<file path="src/rtl/lcd_pkg.sv">
// Shared constants for the HD44780 character LCD controller: command bytes,
// sequencer state codes and the init/address command table.
package lcd_pkg;

    localparam int LCD_COLS  = 16;
    localparam int LCD_CHARS = 32;

    localparam logic [7:0] CMD_FUNC_SET = 8'h38;
    localparam logic [7:0] CMD_DISP_ON  = 8'h0C;
    localparam logic [7:0] CMD_CLEAR    = 8'h01;
    localparam logic [7:0] CMD_ENTRY    = 8'h06;
    localparam logic [7:0] CMD_LINE1    = 8'h80;
    localparam logic [7:0] CMD_LINE2    = 8'hC0;

    typedef logic [2:0] state_t;

    localparam state_t ST_PWR_WAIT = 3'd0;
    localparam state_t ST_INIT     = 3'd1;
    localparam state_t ST_ADDR1    = 3'd2;
    localparam state_t ST_LINE1    = 3'd3;
    localparam state_t ST_ADDR2    = 3'd4;
    localparam state_t ST_LINE2    = 3'd5;

    function automatic int max_int(input int a, input int b);
        return (a > b) ? a : b;
    endfunction

    // Command byte sent for a given state/init step; data states return 0.
    function automatic logic [7:0] cmd_byte(input state_t st, input logic [1:0] step);
        logic [7:0] b;
        b = 8'h00;
        case (st)
            ST_INIT: begin
                case (step)
                    2'd0:    b = CMD_FUNC_SET;
                    2'd1:    b = CMD_DISP_ON;
                    2'd2:    b = CMD_CLEAR;
                    default: b = CMD_ENTRY;
                endcase
            end
            ST_ADDR1: b = CMD_LINE1;
            ST_ADDR2: b = CMD_LINE2;
            default:  b = 8'h00;
        endcase
        return b;
    endfunction

endpackage

</file>
<file path="src/rtl/lcd_xfer.sv">
// Single-byte HD44780 write engine: SETUP (E low), PULSE (E high), WAIT (E low),
// with the WAIT length chosen per byte (normal or clear-display).
module lcd_xfer
    import lcd_pkg::*;
#(
    parameter int SETUP_CYC   = 2,
    parameter int E_PULSE_CYC = 12,
    parameter int EXEC_CYC    = 2500,
    parameter int CLEAR_CYC   = 82000,
    parameter int CNT_W       = 18
) (
    input  logic       clk,
    input  logic       rst_n,
    input  logic       start,
    input  logic       rs,
    input  logic       long_wait,
    input  logic [7:0] data,
    output logic       lcd_e,
    output logic       lcd_rs,
    output logic [7:0] lcd_data,
    output logic       sample,
    output logic       done
);

    localparam logic [1:0] PH_IDLE  = 2'd0;
    localparam logic [1:0] PH_SETUP = 2'd1;
    localparam logic [1:0] PH_PULSE = 2'd2;
    localparam logic [1:0] PH_WAIT  = 2'd3;

    localparam logic [CNT_W-1:0] SETUP_LAST = CNT_W'(SETUP_CYC - 1);
    localparam logic [CNT_W-1:0] PULSE_LAST = CNT_W'(E_PULSE_CYC - 1);
    localparam logic [CNT_W-1:0] EXEC_LAST  = CNT_W'(EXEC_CYC - 1);
    localparam logic [CNT_W-1:0] CLEAR_LAST = CNT_W'(CLEAR_CYC - 1);

    logic [1:0]       phase_q, phase_d;
    logic [CNT_W-1:0] cnt_q, cnt_d;
    logic             rs_q, rs_d;
    logic             long_q, long_d;
    logic             e_q, e_d;
    logic [7:0]       data_q, data_d;
    logic [CNT_W-1:0] wait_last;

    assign wait_last = long_q ? CLEAR_LAST : EXEC_LAST;
    assign sample    = (phase_q == PH_SETUP) && (cnt_q == SETUP_LAST);
    assign done      = (phase_q == PH_WAIT) && (cnt_q == wait_last);

    always_comb begin
        phase_d = phase_q;
        cnt_d   = cnt_q + CNT_W'(1);
        rs_d    = rs_q;
        long_d  = long_q;
        data_d  = data_q;
        case (phase_q)
            PH_SETUP: begin
                if (sample) begin
                    phase_d = PH_PULSE;
                    cnt_d   = '0;
                    // Character bytes arrive from the buffer only now, one cycle after the index.
                    if (rs_q) data_d = data;
                end
            end
            PH_PULSE: begin
                if (cnt_q == PULSE_LAST) begin
                    phase_d = PH_WAIT;
                    cnt_d   = '0;
                end
            end
            PH_WAIT: begin
                if (done) begin
                    phase_d = PH_IDLE;
                    cnt_d   = '0;
                end
            end
            default: cnt_d = '0;
        endcase
        if (start) begin
            phase_d = PH_SETUP;
            cnt_d   = '0;
            rs_d    = rs;
            long_d  = long_wait;
            data_d  = data;
        end
        e_d = (phase_d == PH_PULSE);
    end

    always_ff @(posedge clk) begin
        if (!rst_n) begin
            phase_q <= PH_IDLE;
            cnt_q   <= '0;
            rs_q    <= 1'b0;
            long_q  <= 1'b0;
            e_q     <= 1'b0;
            data_q  <= 8'h00;
        end else begin
            phase_q <= phase_d;
            cnt_q   <= cnt_d;
            rs_q    <= rs_d;
            long_q  <= long_d;
            e_q     <= e_d;
            data_q  <= data_d;
        end
    end

    assign lcd_e    = e_q;
    assign lcd_rs   = rs_q;
    assign lcd_data = data_q;

endmodule

</file>
<file path="src/rtl/lcd_ctrl.sv">
// HD44780 controller top: power-up wait, init sequence, then endless refresh of
// the 32-entry character buffer onto two 16-column lines.
module lcd_ctrl
    import lcd_pkg::*;
#(
    parameter int POWERUP_CYC = 750000,
    parameter int SETUP_CYC   = 2,
    parameter int E_PULSE_CYC = 12,
    parameter int EXEC_CYC    = 2500,
    parameter int CLEAR_CYC   = 82000
) (
    input  logic       clk,
    input  logic       rst_n,
    output logic [4:0] lcd_index,
    input  logic [7:0] lcd_char,
    output logic       lcd_rs,
    output logic       lcd_rw,
    output logic       lcd_e,
    output logic [7:0] lcd_data,
    output logic       init_done,
    output logic       frame_done
);

    localparam int CNT_W = $clog2(max_int(max_int(max_int(POWERUP_CYC, SETUP_CYC),
                                  max_int(E_PULSE_CYC, EXEC_CYC)), CLEAR_CYC)) + 1;
    localparam logic [CNT_W-1:0] PWR_LAST  = CNT_W'(POWERUP_CYC - 1);
    localparam logic [4:0]       LAST_COL  = 5'(LCD_COLS - 1);
    localparam logic [4:0]       LAST_CHAR = 5'(LCD_CHARS - 1);

    state_t           state_q, state_d;
    logic [1:0]       step_q, step_d;
    logic [4:0]       char_q, char_d;
    logic [CNT_W-1:0] pwr_q, pwr_d;
    logic [4:0]       index_q, index_d;
    logic             init_done_q, init_done_d;
    logic             frame_done_q, frame_done_d;

    logic             xfer_start, xfer_rs, xfer_long, xfer_sample, xfer_done;
    logic [7:0]       cmd, xfer_data;

    // Transactions chain back to back: the next byte is launched on the done cycle.
    always_comb begin
        state_d      = state_q;
        step_d       = step_q;
        char_d       = char_q;
        pwr_d        = pwr_q;
        index_d      = index_q;
        init_done_d  = init_done_q;
        frame_done_d = 1'b0;
        xfer_start   = 1'b0;
        case (state_q)
            ST_PWR_WAIT: begin
                if (pwr_q == PWR_LAST) begin
                    xfer_start = 1'b1;
                    state_d    = ST_INIT;
                    step_d     = 2'd0;
                end else begin
                    pwr_d = pwr_q + CNT_W'(1);
                end
            end
            ST_INIT: begin
                if (xfer_done) begin
                    xfer_start = 1'b1;
                    if (step_q == 2'd3) begin
                        state_d     = ST_ADDR1;
                        init_done_d = 1'b1;
                    end else begin
                        step_d = step_q + 2'd1;
                    end
                end
            end
            ST_ADDR1: begin
                if (xfer_done) begin
                    xfer_start = 1'b1;
                    state_d    = ST_LINE1;
                end
            end
            ST_LINE1: begin
                if (xfer_done) begin
                    xfer_start = 1'b1;
                    char_d     = char_q + 5'd1;
                    if (char_q == LAST_COL) state_d = ST_ADDR2;
                end
            end
            ST_ADDR2: begin
                if (xfer_done) begin
                    xfer_start = 1'b1;
                    state_d    = ST_LINE2;
                end
            end
            ST_LINE2: begin
                if (xfer_done) begin
                    xfer_start = 1'b1;
                    char_d     = char_q + 5'd1;
                    if (char_q == LAST_CHAR) begin
                        state_d      = ST_ADDR1;
                        frame_done_d = 1'b1;
                    end
                end
            end
            default: state_d = ST_PWR_WAIT;
        endcase
        if (xfer_start && (state_d == ST_LINE1 || state_d == ST_LINE2)) index_d = char_d;
    end

    assign cmd       = cmd_byte(state_d, step_d);
    assign xfer_rs   = (state_d == ST_LINE1) || (state_d == ST_LINE2);
    assign xfer_long = !xfer_rs && (cmd == CMD_CLEAR);
    assign xfer_data = xfer_sample ? lcd_char : cmd;

    always_ff @(posedge clk) begin
        if (!rst_n) begin
            state_q      <= ST_PWR_WAIT;
            step_q       <= 2'd0;
            char_q       <= 5'd0;
            pwr_q        <= '0;
            index_q      <= 5'd0;
            init_done_q  <= 1'b0;
            frame_done_q <= 1'b0;
        end else begin
            state_q      <= state_d;
            step_q       <= step_d;
            char_q       <= char_d;
            pwr_q        <= pwr_d;
            index_q      <= index_d;
            init_done_q  <= init_done_d;
            frame_done_q <= frame_done_d;
        end
    end

    lcd_xfer #(
        .SETUP_CYC   (SETUP_CYC),
        .E_PULSE_CYC (E_PULSE_CYC),
        .EXEC_CYC    (EXEC_CYC),
        .CLEAR_CYC   (CLEAR_CYC),
        .CNT_W       (CNT_W)
    ) u_xfer (
        .clk       (clk),
        .rst_n     (rst_n),
        .start     (xfer_start),
        .rs        (xfer_rs),
        .long_wait (xfer_long),
        .data      (xfer_data),
        .lcd_e     (lcd_e),
        .lcd_rs    (lcd_rs),
        .lcd_data  (lcd_data),
        .sample    (xfer_sample),
        .done      (xfer_done)
    );

    assign lcd_index  = index_q;
    assign lcd_rw     = 1'b0;
    assign init_done  = init_done_q;
    assign frame_done = frame_done_q;

endmodule

</file>
<file path="config.mk">
export PLATFORM = sky130hd
export DESIGN_NAME = lcd_ctrl
export DESIGN_NICKNAME = d
export VERILOG_FILES = /design/src/rtl/lcd_pkg.sv /design/src/rtl/lcd_xfer.sv /design/src/rtl/lcd_ctrl.sv
export SDC_FILE = /design/constraint.sdc
export NUM_CORES = 1
export LEC_CHECK = 0
export BUFFER_PORTS_ARGS = -buffer_cell sky130_fd_sc_hd__buf_2
export CORE_ASPECT_RATIO = 0.8
export CORE_MARGIN = 10
export CORE_UTILIZATION = 55
export DETAILED_ROUTE_END_ITERATION = 8
export GPL_ROUTABILITY_DRIVEN = 0
export PLACE_DENSITY_LB_ADDON = 0.08
export SYNTH_ARGS = -nofsm -noshare
export SYNTH_HDL_FRONTEND = slang
export SYNTH_HIERARCHICAL = 1
export SYNTH_SLANG_ARGS = --single-unit
export TNS_END_PERCENT = 50
</file>
<file path="constraint.sdc">
create_clock -name clk -period 6.24 [get_ports clk]
set_input_delay 0.936 -clock clk [delete_from_list [all_inputs] [get_ports clk]]
set_output_delay 0.936 -clock clk [all_outputs]
set_load 0.05 [all_outputs]
</file>
# After elaboration in Yosys (flattened, before gate mapping)
# Index checks and enable logic that the tools add are counted.
[classes]
reduce_logical = 18
n_bitwise = 2
n_eq_ne = 24
addsub = 4
muxes = 37
[op_table]
columns = ["cell", "count"]
rows = [
  ["$mux 21", 3],
  ["$pmux 21 s3", 1],
  ["$add 21x1->21 const B", 2],
  ["$mux 8", 5],
  ["$mux 3", 9],
  ["$pmux 8 s3", 1],
  ["$eq 21x1->1 const B", 1],
  ["$eq 21x20->1 const B", 1],
  ["$eq 21x21->1", 1],
  ["$eq 21x4->1 const B", 1],
  ["$pmux 3 s6", 1],
  ["$pmux 6 s3", 1],
  ["$mux 17", 1],
  ["$mux 2", 7],
  ["$eq 3x2->1 const B", 4],
  ["$eq 3x3->1 const B", 4],
  ["$eq 2x2->1 const B", 5],
  ["$mux 5", 2],
  ["$reduce_and 3->1", 3],
  ["$eq 8x1->1 const B", 1],
  ["$eq 3x1->1 const B", 2],
  ["$pmux 2 s3", 1],
  ["$reduce_bool 2->1", 3],
  ["$add 5x1->5 const B", 1],
  ["other kinds (16)", 24],
]
[totals]
wordCells = 98
out_inout_bits = 18
input_bits = 10
register_bits = 72

# Logic depth before layout (Yosys ltp)
[logic_depth]
word_depth = 13
depth_mapped = 13

# By module
# The synthesis kept the hierarchy.
[modules_own_cells]
columns = ["mod", "cells_per_inst", "n_inst", "area_each_um2", "seq_area_each_um2"]
rows = [
  ["lcd_ctrl", 256, 1, 2034.5, 760.7],
  ["lcd_xfer", 182, 1, 1646.6, 680.7],
]

# Worst setup path before layout
# OpenSTA, ideal clock, no wires.
[synth_timing]
path_kind = "reg-to-reg"
start = "register u_xfer.cnt_q[17]"
end = "register u_xfer.data_q[6], in the netlist u_xfer/lcd_data[6]"
synth_period_minus_slack_ns = 3.112
setup_ns = 0.116
t_required_ns = 6.124
path_slack_ns = 3.128
path_stages_with_launch = 12
t_arrival_ns = 2.996
cell_sequence = "dfxtp_1 > or4_1 > nor3b_2 > o2111ai_1 > nor2_1 > buf_1 > inv_1 > o311ai_1 > a41oi_1 > buf_6 > nand3_1 > o21ai_2"
[synth_via]
elab_cells_between_ends = 25
classes_between = "eq/ne (5); mux (14); reduce/logical (6)"
[synth_rtl]
columns = ["element", "line", "source"]
rows = [
  ["from (decl)", "lcd_xfer.sv:36", "logic [CNT_W-1:0] cnt_q, cnt_d;"],
  ["from (signal assigned)", "lcd_xfer.sv:96", "cnt_q <= cnt_d;"],
  ["$eq 21x21->1 *", "lcd_xfer.sv:45", "assign done = (phase_q == PH_WAIT) && (cnt_q == wait_last);"],
  ["$logic_and 1x1->1 *", "lcd_xfer.sv:45", ""],
  ["net xfer_done", "lcd_ctrl.sv:38", "logic xfer_start, xfer_rs, xfer_long, xfer_sample, xfer_done;"],
  ["$mux 1 *", "--", ""],
  ["$pmux 1 s2 *", "lcd_ctrl.sv:51", "case (state_q)"],
  ["net xfer_start", "lcd_ctrl.sv:38", ""],
  ["$reduce_bool 2->1 (no source line)", "--", ""],
  ["$reduce_and 3->1 (no source line)", "--", ""],
  ["to (signal assigned)", "lcd_xfer.sv:100", "data_q <= data_d;"],
  ["to (decl)", "lcd_xfer.sv:40", "logic [7:0] data_q, data_d;"],
]
# The timed path passes the listed nets; every way through them passes the cells marked *. The select of a mux whose other input is x is not followed.
# A chain may end at the register's enable or synchronous reset.

# Final worst setup path
[layout_timing]
start = "register u_xfer.cnt_q[17]"
end = "register u_xfer.cnt_q[19]"
[layout_via]
elab_chain_len = 5
elab_cells_between_ends = 13
classes_between = "add/sub (1); eq/ne (3); mux (6); reduce/logical (3)"
[layout_rtl]
columns = ["element", "line"]
rows = [
  ["$eq 21x21->1", "lcd_xfer.sv:45"],
  ["$logic_and 1x1->1", "lcd_xfer.sv:45"],
  ["net xfer_done", "lcd_ctrl.sv:38"],
  ["$mux 1", "--"],
  ["$pmux 1 s2", "lcd_ctrl.sv:51"],
  ["net xfer_start", "lcd_ctrl.sv:38"],
  ["$reduce_or 2->1 (no source line)", "--"],
]
# The timed path passes the listed nets, and every way through them passes these cells.

==> flow_summary.toml <==
[status]
status = "complete, no violations"

[clocking]
cts_setup_buffers = 0
path_clk_slew_ns = 0.08
clkSinkCount = 72
clk_latency_ns = 0.35
cts.path.max_buffers = 2
cts_tree = "built"
cts_made_buffers = 9
cts-resized-gates = 0
hold_buffers = 0
cts_htree_levels = 3
cts-root-buf = "clkbuf_8"

[sta]
drv_slew = 0
fin_crit_ns = 3.94
layout_setup_ws_ns = 2.30
hold_viol = 0
clock.fmax_mhz = 254
rsz0062_at_grt = "no"
finClkSkew_ns = 0.00883
hold_ws_ns = 0.467
min_period_over_period = 0.631
setup_viol = 0
slew_headroom = 0.335
tns_ns = 0
tightest_slew_ns = 0.997

[synth]
synth_nets = 454
synth-simple-area-share = 0.318
syn_inst = 438
synth-async-reset-ratio = 0
synth_commonest_cells = "72 x dfxtp_1, 39 x nor2_1, 38 x nand3_1, 35 x nand2_1, 31 x nor3_1"
synth_fa_ha_area_frac = 0.0204
yosysWarnings = 6
synth_top_family_by_area = "simple AND/OR/NAND/NOR gates"
synth_area_per_cell_um2 = 8.40
syn-cell-area_um2 = 3680
ys_ff_latch = 72
synth_ff_type = "dfxtp_1"
synth-xor-area-share = 0.0904
muxShareOfSynthArea = 0.0167
synth-edff-count = 0
yosys.cell_types.count = 59
yosysMostFrequentCell = "dfxtp_1"
synth_compound_area_frac = 0.113
synth_area_leaders = "dfxtp_1 39%, xor2_1 5.5%, nand3_1 5.2%, nor3_1 4.2%, nor2_1 4.0%"
yosysTopAreaCellShare = 0.392
yosysTopAreaCell = "dfxtp_1"
synth_seq_area_share = 0.392

[min_path]
hold_class = "reg2reg"

[pwr]
p_per_area_nw_per_um2 = 222
p_leak_nw = 1.46
vdd_drop_max_uv = 165

[critical_path]
path_max_fanout = 23
worstSetupPathType = "reg2reg"
crit_path_end_kind = "flip-flop"
start_kind = "flip-flop"
crit_arrival_ns = 4.13
crit_required_ns = 6.43

[place]
io_buffers = 26
dp_hpwl_mm = 5.42
postPlaceCellArea_um2 = 3810
place_ws_ns = 2.36

[routing]
dr_total_vias = 3093
drtPass1Iterations = 4
drtIter0Drc = 245
drc = 0
antenna_left = 0
viasPerCell = 5.72
drt_wl_total_mm = 7.74
wl_per_cell_um = 14.3

[final_layout]
antenna_cells = 0
drive_gt1_frac = 0.155
final_nets = 468
stdcell_area_um2 = 4040
area_growth_pct = 9.65

[grt]
grt-ovfl-total = 0
antenna_found_initial = 0
first_global_vias = 2872
grt_pass1_wl_mm = 13.5
grt_usage = 0.153
grt_max_degree = 36

[floorplan]
die_width_um = 111
rows = 26
die_y_um = 93.2
core_area_um2 = 6440
io_pins = 28
die-area_um2 = 10400
start_util = 0.571

[run]
drv_cap = 0
## layer usage
metal	share of wire	up-vias	wire length, um	global-route usage
li1	-	1598	-	-
met1	0.50	1425	3890	0.199
met2	0.42	59	3280	0.232
met3	0.058	11	451	0.0460
met4	0.016	0	122	0.0609
met5	0	-	0	0
## worst paths after layout
check | start | end | slack (ns) | cells after the start
worst max-delay path | u_xfer/cnt_q[17] | u_xfer/cnt_q[19] | 2.30 | 8
worst min-delay path | u_xfer/lcd_data[0] | u_xfer/lcd_data[0] | 0.47 | 2
worst max register to register | u_xfer/cnt_q[17] | u_xfer/cnt_q[19] | 2.30 | 8
worst min register to register | u_xfer/lcd_data[0] | u_xfer/lcd_data[0] | 0.47 | 2
## state kept, by name, summed over array words and instances, names as in the netlist
| signal | flops |
|---|---|
| step_q | 2 |
| u_xfer/phase_q | 2 |
| init_done | 1 |
| char_q | 5 |
| pwr_q | 21 |
| lcd_index | 5 |
| u_xfer/cnt_q | 21 |
| u_xfer/lcd_data | 8 |
| frame_done | 1 |
| u_xfer/lcd_e | 1 |
| state_q | 3 |
| u_xfer/lcd_rs | 1 |
| u_xfer/long_q | 1 |
## cell families (layout without fill, tap and decap cells)
| logic type | after synthesis | after routing |
|---|---|---|
| buffers and inverters | 39 | 58 |
| and+or+nand+nor | 217 | 217 |
| muxes | 6 | 6 |
| adders and majority gates | 6 | 6 |
| other | 1 | 1 |
| xor gates and xnor gates | 38 | 38 |
| AOI/OAI and AO/OA | 59 | 59 |
| DFF | 72 | 72 |
## cell usage in the layout, fill, tap and decap left out, drive strengths merged, types with 3 or more instances in the layout
cell and instances:
or2 3, or3 9, buf 27, dfxtp 72, nor3 33, nor4 8, nand2b 3, nand2 36
nand4 13, and2 3, inv 16, or4 5, xnor2 15, clkbuf 10, o31ai 9, nor2 40
o21ai 19, ha 6, nor2b 3, xor2 23, and4 3, nand3 40, and3 14, clkinv 3
a21oi 15, mux2i 5
## area by class of cell
class / instances / area [um2]
fillers: 568 / 2400
multi-input cells: 327 / 2070
flip-flops and latches: 72 / 1440
clock buffers: 10 / 138
repair buffers: 27 / 138
well taps: 84 / 105
clock inverters: 6 / 91.3
inverters: 15 / 56.3
## through the flow
step	total power [mW]	instances	util
2_1_floorplan	0.485	438	-
3_3_place_gp	0.490	525	0.591
3_5_place_dp	0.491	525	0.591
4_1_cts	0.911	541	0.627
5_1_grt	0.929	541	0.627
6_report	0.898	541	0.627
## worst max-delay path, cell delays in order, from the launching register on
cell	delay [ns]
dfxtp_1	0.34
or4_1	0.57
nor3b_2	0.25
o2111ai_1	0.19
nor2_1	0.67
inv_1	0.13
o311ai_1	0.72
nand2b_1	0.78
nor3_1	0.13
## report_power, final
part | leakage (nW) | internal (mW) | switching (mW) | total, mW
Sequential | 0.580 | 0.461 | 0.00192 | 0.463
Combinational | 0.765 | 0.00450 | 0.0127 | 0.0172
Clock | 0.117 | 0.238 | 0.180 | 0.418
Power figures use the tool's default switching activity.
